## src/rtl/apb_traffic_ctrl_v2.sv

```systemverilog
`default_nettype none
// ============================================================================
// apb_traffic_ctrl_v2 : APB-programmable two-direction traffic-light controller
//                       with freeze, force-advance, night flash and cycle count.
// Revision: 1.0
// ============================================================================
module apb_traffic_ctrl_v2 #(
   parameter int          CNT_W        = 16,
   parameter int          T_GREEN_DEF  = 15,
   parameter int          T_YELLOW_DEF = 5,
   parameter int          FLASH_HALF   = 8,
   parameter logic [31:0] CTRL_ADDR    = 32'h00,
   parameter logic [31:0] STATUS_ADDR  = 32'h04,
   parameter logic [31:0] TGREEN_ADDR  = 32'h08,
   parameter logic [31:0] TYELLOW_ADDR = 32'h0C,
   parameter logic [31:0] CYCLES_ADDR  = 32'h10
) (
   input  logic        PCLK,
   input  logic        PRESETn,
   input  logic        PSEL,
   input  logic        PENABLE,
   input  logic        PWRITE,
   input  logic [31:0] PADDR,
   input  logic [31:0] PWDATA,
   output logic [31:0] PRDATA,
   output logic        PREADY,
   output logic        PSLVERR,
   output logic [1:0]  lights_a,
   output logic [1:0]  lights_b
);

   localparam logic [2:0] P0 = 3'd0;
   localparam logic [2:0] P1 = 3'd1;
   localparam logic [2:0] P2 = 3'd2;
   localparam logic [2:0] P3 = 3'd3;
   localparam logic [2:0] P4 = 3'd4;
   localparam logic [2:0] P5 = 3'd5;

   localparam logic [1:0] LAMP_RED    = 2'b00;
   localparam logic [1:0] LAMP_YELLOW = 2'b01;
   localparam logic [1:0] LAMP_GREEN  = 2'b10;
   localparam logic [1:0] LAMP_OFF    = 2'b11;

   localparam int               FW         = $clog2(FLASH_HALF + 1);
   localparam logic [FW-1:0]    FLASH_LAST = FW'(FLASH_HALF - 1);
   localparam logic [FW-1:0]    FLASH_ONE  = FW'(1);
   localparam logic [CNT_W-1:0] ONE        = CNT_W'(1);

   // Traffic state
   logic [2:0]       phase, phase_nxt;
   logic [CNT_W-1:0] timer, timer_nxt;
   logic [CNT_W-1:0] dur;
   logic             wrap;
   logic [31:0]      cycles;
   logic             flash_active, flash_active_nxt;
   logic [FW-1:0]    flash_cnt, flash_cnt_nxt;
   logic             flash_off, flash_off_nxt;
   logic [1:0]       lamp_a_nxt, lamp_b_nxt;

   // Register file
   logic             ctrl_en, ctrl_adv, ctrl_flash;
   logic [CNT_W-1:0] t_green, t_yellow;

   // APB decode
   logic             access, apb_err, wr_en;
   logic             hit_ctrl, hit_status, hit_tgreen, hit_tyellow, hit_cycles;
   logic [31:0]      status_word, rd_word;

   logic unused_wdata;
   assign unused_wdata = &{1'b0, PWDATA[31:CNT_W]};

   function automatic logic [CNT_W-1:0] at_least_one(input logic [CNT_W-1:0] v);
      return (v == '0) ? ONE : v;
   endfunction

   // ---------------------------------------------------------------- APB
   always_comb begin
      access      = PSEL & PENABLE & ~PREADY;
      hit_ctrl    = (PADDR == CTRL_ADDR);
      hit_status  = (PADDR == STATUS_ADDR);
      hit_tgreen  = (PADDR == TGREEN_ADDR);
      hit_tyellow = (PADDR == TYELLOW_ADDR);
      hit_cycles  = (PADDR == CYCLES_ADDR);
      apb_err     = access & (~(hit_ctrl | hit_status | hit_tgreen | hit_tyellow | hit_cycles)
                              | (PWRITE & (hit_status | hit_cycles)));
      wr_en       = access & PWRITE & ~apb_err;
   end

   always_comb begin
      status_word              = '0;
      status_word[3:0]         = {lights_a, lights_b};
      status_word[6:4]         = phase;
      status_word[7]           = ctrl_flash;
      status_word[8 +: CNT_W]  = timer;
      rd_word                  = '0;
      if (hit_ctrl)
         rd_word[2:0] = {ctrl_flash, 1'b0, ctrl_en};
      else if (hit_status)
         rd_word = status_word;
      else if (hit_tgreen)
         rd_word[CNT_W-1:0] = t_green;
      else if (hit_tyellow)
         rd_word[CNT_W-1:0] = t_yellow;
      else if (hit_cycles)
         rd_word = cycles;
   end

   always_ff @(posedge PCLK) begin
      if (!PRESETn) begin
         PREADY     <= 1'b0;
         PSLVERR    <= 1'b0;
         PRDATA     <= '0;
         ctrl_en    <= 1'b1;
         ctrl_adv   <= 1'b0;
         ctrl_flash <= 1'b0;
         t_green    <= CNT_W'(T_GREEN_DEF);
         t_yellow   <= CNT_W'(T_YELLOW_DEF);
      end else begin
         PREADY   <= access;
         PSLVERR  <= apb_err;
         PRDATA   <= (access & ~PWRITE & ~apb_err) ? rd_word : '0;
         ctrl_adv <= 1'b0;   // ADV is a one-cycle strobe
         if (wr_en & hit_ctrl) begin
            ctrl_en    <= PWDATA[0];
            ctrl_adv   <= PWDATA[1];
            ctrl_flash <= PWDATA[2];
         end
         if (wr_en & hit_tgreen)
            t_green <= at_least_one(PWDATA[CNT_W-1:0]);
         if (wr_en & hit_tyellow)
            t_yellow <= at_least_one(PWDATA[CNT_W-1:0]);
      end
   end

   // ---------------------------------------------------------------- phase FSM
   always_ff @(posedge PCLK) begin
      if (!PRESETn) begin
         phase        <= P0;
         timer        <= '0;
         cycles       <= '0;
         flash_active <= 1'b0;
         flash_cnt    <= '0;
         flash_off    <= 1'b0;
         lights_a     <= LAMP_GREEN;
         lights_b     <= LAMP_RED;
      end else begin
         phase        <= phase_nxt;
         timer        <= timer_nxt;
         if (wrap)
            cycles <= cycles + 32'd1;
         flash_active <= flash_active_nxt;
         flash_cnt    <= flash_cnt_nxt;
         flash_off    <= flash_off_nxt;
         lights_a     <= lamp_a_nxt;
         lights_b     <= lamp_b_nxt;
      end
   end

   // flash_active still set while FLASH is cleared gives one resume cycle at P0/0
   always_comb begin
      phase_nxt = phase;
      timer_nxt = timer;
      wrap      = 1'b0;
      dur       = (phase == P0 || phase == P3) ? t_green : t_yellow;
      if (ctrl_flash || flash_active) begin
         phase_nxt = P0;
         timer_nxt = '0;
      end else if (ctrl_en) begin
         if (ctrl_adv || (timer >= dur - ONE)) begin
            wrap      = (phase == P5);
            phase_nxt = (phase == P5) ? P0 : phase + 3'd1;
            timer_nxt = '0;
         end else begin
            timer_nxt = timer + ONE;
         end
      end
   end

   always_comb begin
      flash_active_nxt = ctrl_flash;
      flash_cnt_nxt    = flash_cnt;
      flash_off_nxt    = flash_off;
      lamp_a_nxt       = LAMP_GREEN;
      lamp_b_nxt       = LAMP_RED;
      if (ctrl_flash) begin
         if (!flash_active) begin
            flash_cnt_nxt = '0;
            flash_off_nxt = 1'b0;
         end else if (flash_cnt == FLASH_LAST) begin
            flash_cnt_nxt = '0;
            flash_off_nxt = ~flash_off;
         end else begin
            flash_cnt_nxt = flash_cnt + FLASH_ONE;
         end
         lamp_a_nxt = flash_off_nxt ? LAMP_OFF : LAMP_YELLOW;
         lamp_b_nxt = flash_off_nxt ? LAMP_OFF : LAMP_YELLOW;
      end else begin
         case (phase_nxt)
            P0:      begin lamp_a_nxt = LAMP_GREEN;  lamp_b_nxt = LAMP_RED;    end
            P1:      begin lamp_a_nxt = LAMP_YELLOW; lamp_b_nxt = LAMP_RED;    end
            P2:      begin lamp_a_nxt = LAMP_RED;    lamp_b_nxt = LAMP_YELLOW; end
            P3:      begin lamp_a_nxt = LAMP_RED;    lamp_b_nxt = LAMP_GREEN;  end
            P4:      begin lamp_a_nxt = LAMP_RED;    lamp_b_nxt = LAMP_YELLOW; end
            default: begin lamp_a_nxt = LAMP_YELLOW; lamp_b_nxt = LAMP_RED;    end
         endcase
      end
   end

endmodule
`default_nettype wire

```

## config.mk

```make
export PLATFORM = sky130hd
export DESIGN_NAME = apb_traffic_ctrl_v2
export DESIGN_NICKNAME = d
export VERILOG_FILES = /design/src/rtl/apb_traffic_ctrl_v2.sv
export SDC_FILE = /design/constraint.sdc
export NUM_CORES = 1
export LEC_CHECK = 0
export BUFFER_PORTS_ARGS = -buffer_cell sky130_fd_sc_hd__buf_2
export CAP_MARGIN = 20
export CORE_UTILIZATION = 55
export DETAILED_ROUTE_END_ITERATION = 7
export PLACE_DENSITY = 0.78
export REMOVE_ABC_BUFFERS = 1
export SETUP_SLACK_MARGIN = 0.05
export SYNTH_ARGS = -nofsm -noshare
export SYNTH_HDL_FRONTEND = slang
export SYNTH_SLANG_ARGS = --single-unit
```

## constraint.sdc

```tcl
create_clock -name PCLK -period 6.5 [get_ports PCLK]
set_input_delay 1.3 -clock PCLK [delete_from_list [all_inputs] [get_ports PCLK]]
set_output_delay 1.3 -clock PCLK [all_outputs]
set_load 0.01 [all_outputs]
```

==> results of run 1 <==
==> layout make-up <==
class,count,area share (%)
Clock buffer,24,6.33
Clock inverter,5,0.998
Sequential cell,130,33.5
Tap cell,143,2.30
Inverter,13,0.628
Timing Repair Buffer,98,6.83
Multi-Input combinational cell,603,49.4
==> through the flow <==
step           power, mW  cells  hold WS (ns)  worst slack, ns
6_report            1.78   1016         0.477             1.14
5_1_grt             1.83   1016         0.504            0.763
4_1_cts             1.79   1013         0.474             1.22
3_5_place_dp       0.871    984         0.466             1.27
3_3_place_gp       0.868    983         0.457             1.36
2_1_floorplan      0.838    746         0.444            0.625
==> cell usage after synthesis, types with 2 or more instances <==
master / number
mux2i_1: 34
nand3_1: 47
inv_1: 12
a21oi_1: 58
and2_1: 6
o21ai_0: 37
a22oi_1: 8
nor4b_1: 3
a22o_1: 9
nor2_1: 78
o211ai_1: 3
and4_1: 4
nand2_1: 57
nor3_1: 21
nand2b_1: 20
nand3b_1: 3
a2111oi_0: 3
clkbuf_1: 42
o21a_1: 3
a211oi_1: 2
or4b_1: 2
and3_1: 22
a311oi_1: 2
nand4b_1: 4
nor4_1: 16
nor3b_1: 2
mux2_2: 5
or4_1: 17
or3_1: 18
o31ai_1: 15
buf_1: 2
dfxtp_1: 130
xnor2_1: 16
buf_6: 2
nand4_1: 17
a222oi_1: 12
ha_1: 21
a31oi_1: 2
nor2b_1: 3
o41ai_1: 2
xor2_1: 21
==> report_power, final <==
group	switching, mW	leakage (nW)	internal [mW]	total [mW]
Combinational	0.0322	1.74	0.0213	0.0535
Sequential	0.00322	1.05	0.800	0.803
Clock	0.329	0.278	0.597	0.925
==> sequential cells by signal, indices dropped and copies added, names as in the netlist, 2 cells and up <==
register and flops:
t_green 16, phase 3, lights_a 2, flash_cnt 4, t_yellow 16, lights_b 2, cycles 32, PRDATA 32
timer 16
==> how the worst min path moves through the flow <==
| stage | to | cells past startpoint | start |
|---|---|---|---|
| final | cycles[31] | 2 | cycles[31] |
| after global routing | PRDATA[31] | 1 | cycles[31] |
| after CTS | cycles[31] | 2 | cycles[31] |
| after detailed placement | cycles[31] | 2 | cycles[31] |
| after global placement | cycles[31] | 2 | cycles[31] |
| after floorplan | flash_cnt[3] | 1 | flash_cnt[3] |
==> layer usage <==
layer / track usage, % / up-vias
met5: 0 / -
met4: 17.5 / 0
met3: 7.02 / 51
met2: 50.2 / 305
met1: 36.5 / 3031
li1: - / 3070
==> worst max-delay path, stage by stage (launching register included) <==
cell       delay [ns]
dfxtp_1          0.63
and2_1           0.21
ha_1             0.24
inv_1            0.13
a2111oi_0        0.52
o21ai_0          0.31
or4_1            0.47
xnor2_1          0.13
o21ai_0          0.12
ha_1             0.30
nand2_1          0.06
nor3_2           0.20
or4b_1           0.52
a311o_1          0.38
buf_4            0.28
or4_1            0.58
a21oi_1          0.17
==> cells by family after synthesis <==
family | after synthesis
and+or+nand+nor | 342
AOI/OAI and AO/OA | 164
DFF | 130
buffers and inverters | 60
muxes | 39
xor gates and xnor gates | 37
adders and majority gates | 21
==> summary.md, run 1 <==
| Metric | Value |
|---|---|
| Status | finished, violations left |
| Violated checks | design-rule violations |
| Core Footprint | 11600 um^2 |
| Met2 wire length | 8.95 mm |
| First-pass detailed-route iteration total | 8 |
| Post-synth EDFFs | 0 |
| Largest net degree at the start of global routing | 64 |
| Post-Syn Area | 6670 um^2 |
| DP Wirelength | 13.2 mm |
| # setup viols final | 0 |
| Die ar. | 12600 um^2 |
| Vias in the first global route | 6176 |
| Fillcell total | 966 |
| Initial antenna violation count | 0 |
| Multiplexer area fraction after synthesis | 5.95% |
| Final TNS setup | 0 ns |
| Register bit total from synthesis | 130 |
| Startpoint types | register |
| Final Core Density | 66.9% |
| First-pass GRT wire length | 30.0 mm |
| PostCTS Resize Cnt | 0 |
| Routed Antenna Nets | 0 |
| Synthesized area per cell | 8.41 um^2 |
| H-tree depth | 4 |
| Adder-cell area share of the yosys netlist | 3.94% |
| Worst-Margin Slew | 1.11 ns |
| CP endpoint | cycles[16] |
| Antenna diodes | 0 |
| Die Height | 112 um |
| Pwr dens | 229 nW/um^2 |
| Commonest non-fill, non-tap cell in the layout | dfxtp_1 |
| RSZ-0062 raised after global routing | no |
| Die width | 112 um |
| Inserted Clock Buffers | 17 |
| DRT iter0 DRCs | 537 |
| Main combinational cell family by area after synthesis | simple AND/OR/NAND/NOR gates |
| Cts hold-fix bufs | 0 |
| Yosys top cell by area | dfxtp_1 |
| Worst hold path type | register to register |
| Synth Warn # | 0 |
| Max-slew violations | 0 |
| DR vias/cell | 6.36 |
| Num rows | 39 |
| Clk pin slew, worst setup/hold paths | 0.05 ns |
| GRT Resource Usage Total | 30.4% |
| Xor/xnor cell area share of the yosys netlist | 4.86% |
| Clk_lat worst skew | 0.42 ns |
| Area occupied by multi-input gates | 3840 um^2 |
| Area growth from synthesis to layout | 16.5% |
| RD Place Congestion | 0.911 |
| Initial Utilization | 57.4% |
| Post-DR wirelength/cell | 18.3 um |
| Crit share post-route | 82.5% |
| Reg-to-reg setup timing slack | 1.14 ns |
| Worst Setup End Kind | register |
| Clk sinks | 130 |
| Uppermost layer routed | met4 |
| Largest cells by area after synthesis | dfxtp_1, mux2i_1, nor2_1 |
| Leak | 3.06 nW |
| Slew Limit Headroom | 24.9% |
| Register area share after synthesis | 39.0% |
| DR DRC count | 4 |
| WP data required | 6.84 ns |
| Dpl cell area | 7170 um^2 |
| Async SR Flop Fraction | 0% |
| Most frequent cells in the layout | dfxtp_1, buf_2, nor2_1, a21oi_1, nand2_1 |
| I/O pin count | 107 |
| Routed length on met3 | 1.32 mm |
| Cell variety after synth | 53 |
| Top_reg_cell synth | dfxtp_1 |
| Post-route cell area | 7770 um^2 |
| Routed vias | 6457 |
| Grt ovf | 0 |
| CTS Root Cell | clkbuf_16 |
| Postcts setup bufs | 0 |
| Simple-Gate Fraction of Synth Area | 26.8% |
| CTS tree | done |
| Max-cap viol count | 0 |
| Peak supply drop | 0.000232 V |
| Crit path launch | phase[0] |
| Worst r2r src | phase[0] |
| Final net count | 953 |
| Wl on met1 | 7.60 mm |
| Period minus WS final | 5.36 ns |
| WP data arrival | 5.70 ns |
| Synth Instances | 793 |
| Post-synth top area share | 39.0% |
| Layout cells sized above 1 | 15.3% |
| Clk_skew | 0.00667 ns |
| Sequential standard cell area | 2600 um^2 |
| Complex-gate fraction of the synthesized area | 15.8% |
| R2r endpoint | cycles[16] |
| CP Class | register to register |
| WL final | 18.6 mm |
| I/O Buffers | 90 |
| R2r worst-path depth | 16 |
| Fmax | 187 MHz |
| Crit path max fanout | 58 |
| Max clock buf depth | 2 |
| Final Hold Fails | 0 |
No activity file was read; power rests on OpenSTA's default activity.
==> run 2: changes to the inputs <==
--- a/config.mk
+++ b/config.mk
@@ -5,11 +5,12 @@
 export SDC_FILE = /design/constraint.sdc
 export NUM_CORES = 1
 export LEC_CHECK = 0
+export ABC_AREA = 1
 export BUFFER_PORTS_ARGS = -buffer_cell sky130_fd_sc_hd__buf_2
 export CAP_MARGIN = 20
 export CORE_UTILIZATION = 55
 export DETAILED_ROUTE_END_ITERATION = 7
-export PLACE_DENSITY = 0.78
+export PLACE_DENSITY = 0.77
 export REMOVE_ABC_BUFFERS = 1
 export SETUP_SLACK_MARGIN = 0.05
 export SYNTH_ARGS = -nofsm -noshare
==> constraint.sdc (replaced) <==
create_clock -name PCLK -period 5 [get_ports PCLK]
set_input_delay 1 -clock PCLK [delete_from_list [all_inputs] [get_ports PCLK]]
set_output_delay 1 -clock PCLK [all_outputs]
set_load 0.01 [all_outputs]
==> summary.md, run 2 <==
| Metric | Value |
|---|---|
| I/O Buffers | 90 (unchanged) |
| Synth Instances | 1079 (was 793) |
| DR vias/cell | 5.24 (was 6.36) |
| Sequential standard cell area | 2600 um^2 (unchanged) |
| Status | finished clean (was finished, violations left) |
| Area growth from synthesis to layout | 16.3% (was 16.5%) |
| Post-Syn Area | 7190 um^2 (was 6670 um^2) |
| Slowest stage delay, CP | 0.45 ns (was 0.63 ns) |
| Final Core Density | 66.0% (was 66.9%) |
| DP Wirelength | 13.4 mm (was 13.2 mm) |
| Post-route cell area | 8370 um^2 (was 7770 um^2) |
| Synthesized area per cell | 6.67 um^2 (was 8.41 um^2) |
| NetSw | 0.518 mW (was 0.364 mW) |
| Worst Setup End Kind | register (unchanged) |
| CTS tree | done (unchanged) |
| Routed vias | 7070 (was 6457) |
| Initial antenna violation count | 0 (unchanged) |
| Final TNS setup | 0 ns (unchanged) |
| Slew Limit Headroom | 57.1% (was 24.9%) |
| Async SR Flop Fraction | 0% (unchanged) |
| Clk_skew | 0.00584 ns (was 0.00667 ns) |
| Post-synth EDFFs | 0 (unchanged) |
| Worst hold path type | register to register (unchanged) |
| Peak supply drop | 0.000259 V (was 0.000232 V) |
| Commonest cells in the netlist | nand2_1, nor2_1, inv_1 (was dfxtp_1, nor2_1, a21oi_1) |
| Max-slew violations | 0 (unchanged) |
| Commonest non-fill, non-tap cell in the layout | nand2_1 (was dfxtp_1) |
| Clk_lat worst skew | 0.42 ns (about the same) |
| Post-place setup slack | 0.652 ns (was 1.27 ns) |
| Inserted Clock Buffers | 17 (unchanged) |
| Die width | 116 um (was 112 um) |
| Startpoint types | register (unchanged) |
| Max-cap viol count | 0 (unchanged) |
| Worst r2r src | phase[1] (was phase[0]) |
| Flop pwr share | 43.6% (was 45.1%) |
| WP data arrival | 4.67 ns (was 5.70 ns) |
| Pwr Total | 2.39 mW (was 1.78 mW) |
| First-pass GRT wire length | 31.1 mm (was 30.0 mm) |
| H-tree depth | 4 (unchanged) |
| GRT Resource Usage Total | 30.0% (was 30.4%) |
| Top_reg_cell synth | dfxtp_1 (unchanged) |
| Cell variety after synth | 50 (was 53) |
| I/O pin count | 107 (unchanged) |
| Clk pin slew, worst setup/hold paths | 0.06 ns (was 0.05 ns) |
| Period minus WS final | 4.35 ns (was 5.36 ns) |
| Leak | 3.76 nW (was 3.06 nW) |
| Cts hold-fix bufs | 0 (unchanged) |
| WL final | 18.5 mm (was 18.6 mm) |
| Pwr dens | 286 nW/um^2 (was 229 nW/um^2) |
| WP data required | 5.31 ns (was 6.84 ns) |
| Dpl cell area | 7750 um^2 (was 7170 um^2) |
| Antenna diodes | 0 (unchanged) |
| DR DRC count | 0 (was 4) |
| Most frequent cells in the layout | nand2_1, nor2_1, inv_1, dfxtp_1, buf_2 (was dfxtp_1, buf_2, nor2_1, a21oi_1, nand2_1) |
| Fmax | 230 MHz (was 187 MHz) |
| Fillcell total | 1205 (was 966) |
| Num rows | 41 (was 39) |
| DRT iter0 DRCs | 614 (was 537) |
| Crit path launch | phase[1] (was phase[0]) |
| Die ar. | 13500 um^2 (was 12600 um^2) |
| Die Height | 116 um (was 112 um) |
| Initial Utilization | 56.8% (was 57.4%) |
| Clk pwr share | 53.3% (was 51.9%) |
| Postcts setup bufs | 0 (unchanged) |
| Crit share post-route | 87.0% (was 82.5%) |
| Routed Antenna Nets | 0 (unchanged) |
| Post-synth top area share | 36.2% (was 39.0%) |
| Layout cells sized above 1 | 15.1% (was 15.3%) |
| Worst-Margin Slew | 0.643 ns (was 1.11 ns) |
| Beginning of the worst hold path | t_green[3] (was cycles[31]) |
| Clk sinks | 130 (unchanged) |
| # setup viols final | 0 (unchanged) |
| Internal power consumption | 1.87 mW (was 1.42 mW) |
| Crit path max fanout | 32 (was 58) |
| CTS Root Cell | clkbuf_16 (unchanged) |
| Regs by FF count | PRDATA (32), cycles (32) (unchanged) |
| Register area share after synthesis | 36.2% (was 39.0%) |
| Fin worst setup slack | 0.650 ns (was 1.14 ns) |
| Core Footprint | 12700 um^2 (was 11600 um^2) |
| CP Class | register to register (unchanged) |
| Grt ovf | 0 (unchanged) |
| Yosys top cell by area | dfxtp_1 (unchanged) |
| RSZ-0062 raised after global routing | no (unchanged) |
| Max clock buf depth | 2 (unchanged) |
| Vias in the first global route | 6589 (was 6176) |
| Combinational Power Share | 3.1% (was 3.0%) |
| Switching Fraction | 21.6% (was 20.4%) |
| Area occupied by multi-input gates | 3910 um^2 (was 3840 um^2) |
| Synth Warn # | 0 (unchanged) |
| Dominant cell by count in the synthesized netlist | nand2_1 (was dfxtp_1) |
| Final Hold Fails | 0 (unchanged) |
| Register bit total from synthesis | 130 (unchanged) |
| Final net count | 1255 (was 953) |
| First-pass detailed-route iteration total | 6 (was 8) |
| Slowest stage cell, crit path | o21ai_1 (was dfxtp_1) |
| Largest cells by area after synthesis | dfxtp_1, nand2_1, nor2_1 (was dfxtp_1, mux2i_1, nor2_1) |
| Post-DR wirelength/cell | 13.7 um (was 18.3 um) |
| RD Place Congestion | 0.924 (was 0.911) |
| Largest net degree at the start of global routing | 55 (was 64) |
==> run 2: cell count changes after synthesis, sizes merged, moves of 20 or more <==
cell and delta:
nor2 +100, inv +127, nor3 +20, clkbuf -27, mux2i -34, nand2 +223, and3 -20, nand2b -20
==> run 2: cells by family (layout without fill, tap and decap cells) <==
group	after synthesis	after routing	synth area share [%]
simple gates	594	594	36.4
buf+inv	171	270	9.52
compound gates	133	133	10.6
flops	130	130	36.2
xor+xnor	30	30	3.65
fa+ha+maj	21	21	3.65
==> run 2: area by class of cell <==
type,instances,area share [%]
inverters,142,6.42
flip-flops and latches,130,31.1
multi-input cells,778,46.7
clock inverters,13,1.90
well taps,172,2.57
repair buffers,96,5.92
clock buffers,19,5.41
==> run 2: power groups by stage <==
stage	Clock (mW)	Combinational (mW)	Sequential, mW
floorplan	0	0.0291	1.06
global placement	0	0.0729	1.06
detailed placement	0	0.0736	1.06
CTS	1.28	0.0742	1.04
global route	1.34	0.0831	1.04
finish	1.28	0.0742	1.04
==> run 2: final timing paths <==
path | slack (ns) | depth (start not counted) | to
worst min-delay path | 0.46 | 2 | t_green[3]
worst min register to register | 0.46 | 2 | t_green[3]
worst max-delay path | 0.65 | 25 | cycles[23]
worst max register to register | 0.65 | 25 | cycles[23]
==> run 2: critical path, delay by kind of cell (launching register included) <==
| family | cells | cell delay [ns] |
|---|---|---|
| AO/OA/AOI/OAI | 1 | 0.45 |
| XOR/XNOR | 1 | 0.20 |
| adder cells (fa/ha/maj) | 3 | 0.71 |
| buffers and inverters | 6 | 0.60 |
| flip-flops | 1 | 0.35 |
| AND/OR/NAND/NOR | 14 | 1.92 |
==> run 2: metrics by stage <==
step	hold slack [ns]	std cells
6_report	0.461	1350
5_1_grt	0.486	1350
4_1_cts	0.463	1350
2_1_floorplan	0.429	1050
3_5_place_dp	0.448	1318
3_3_place_gp	0.441	1318
==> run 2: layer usage <==
layer,track usage (%),vias up,wire (um)
met2,50.2,220,8590
met1,37.3,3185,8190
met4,10.9,0,437
met5,0,-,0
li1,-,3630,-
met3,7.37,35,1260
==> run 2: what timing repair did <==
item                                    CTS  global route
resized for setup                         0             1
endpoints found under the setup margin    0             1
hold endpoints to repair                  0             0
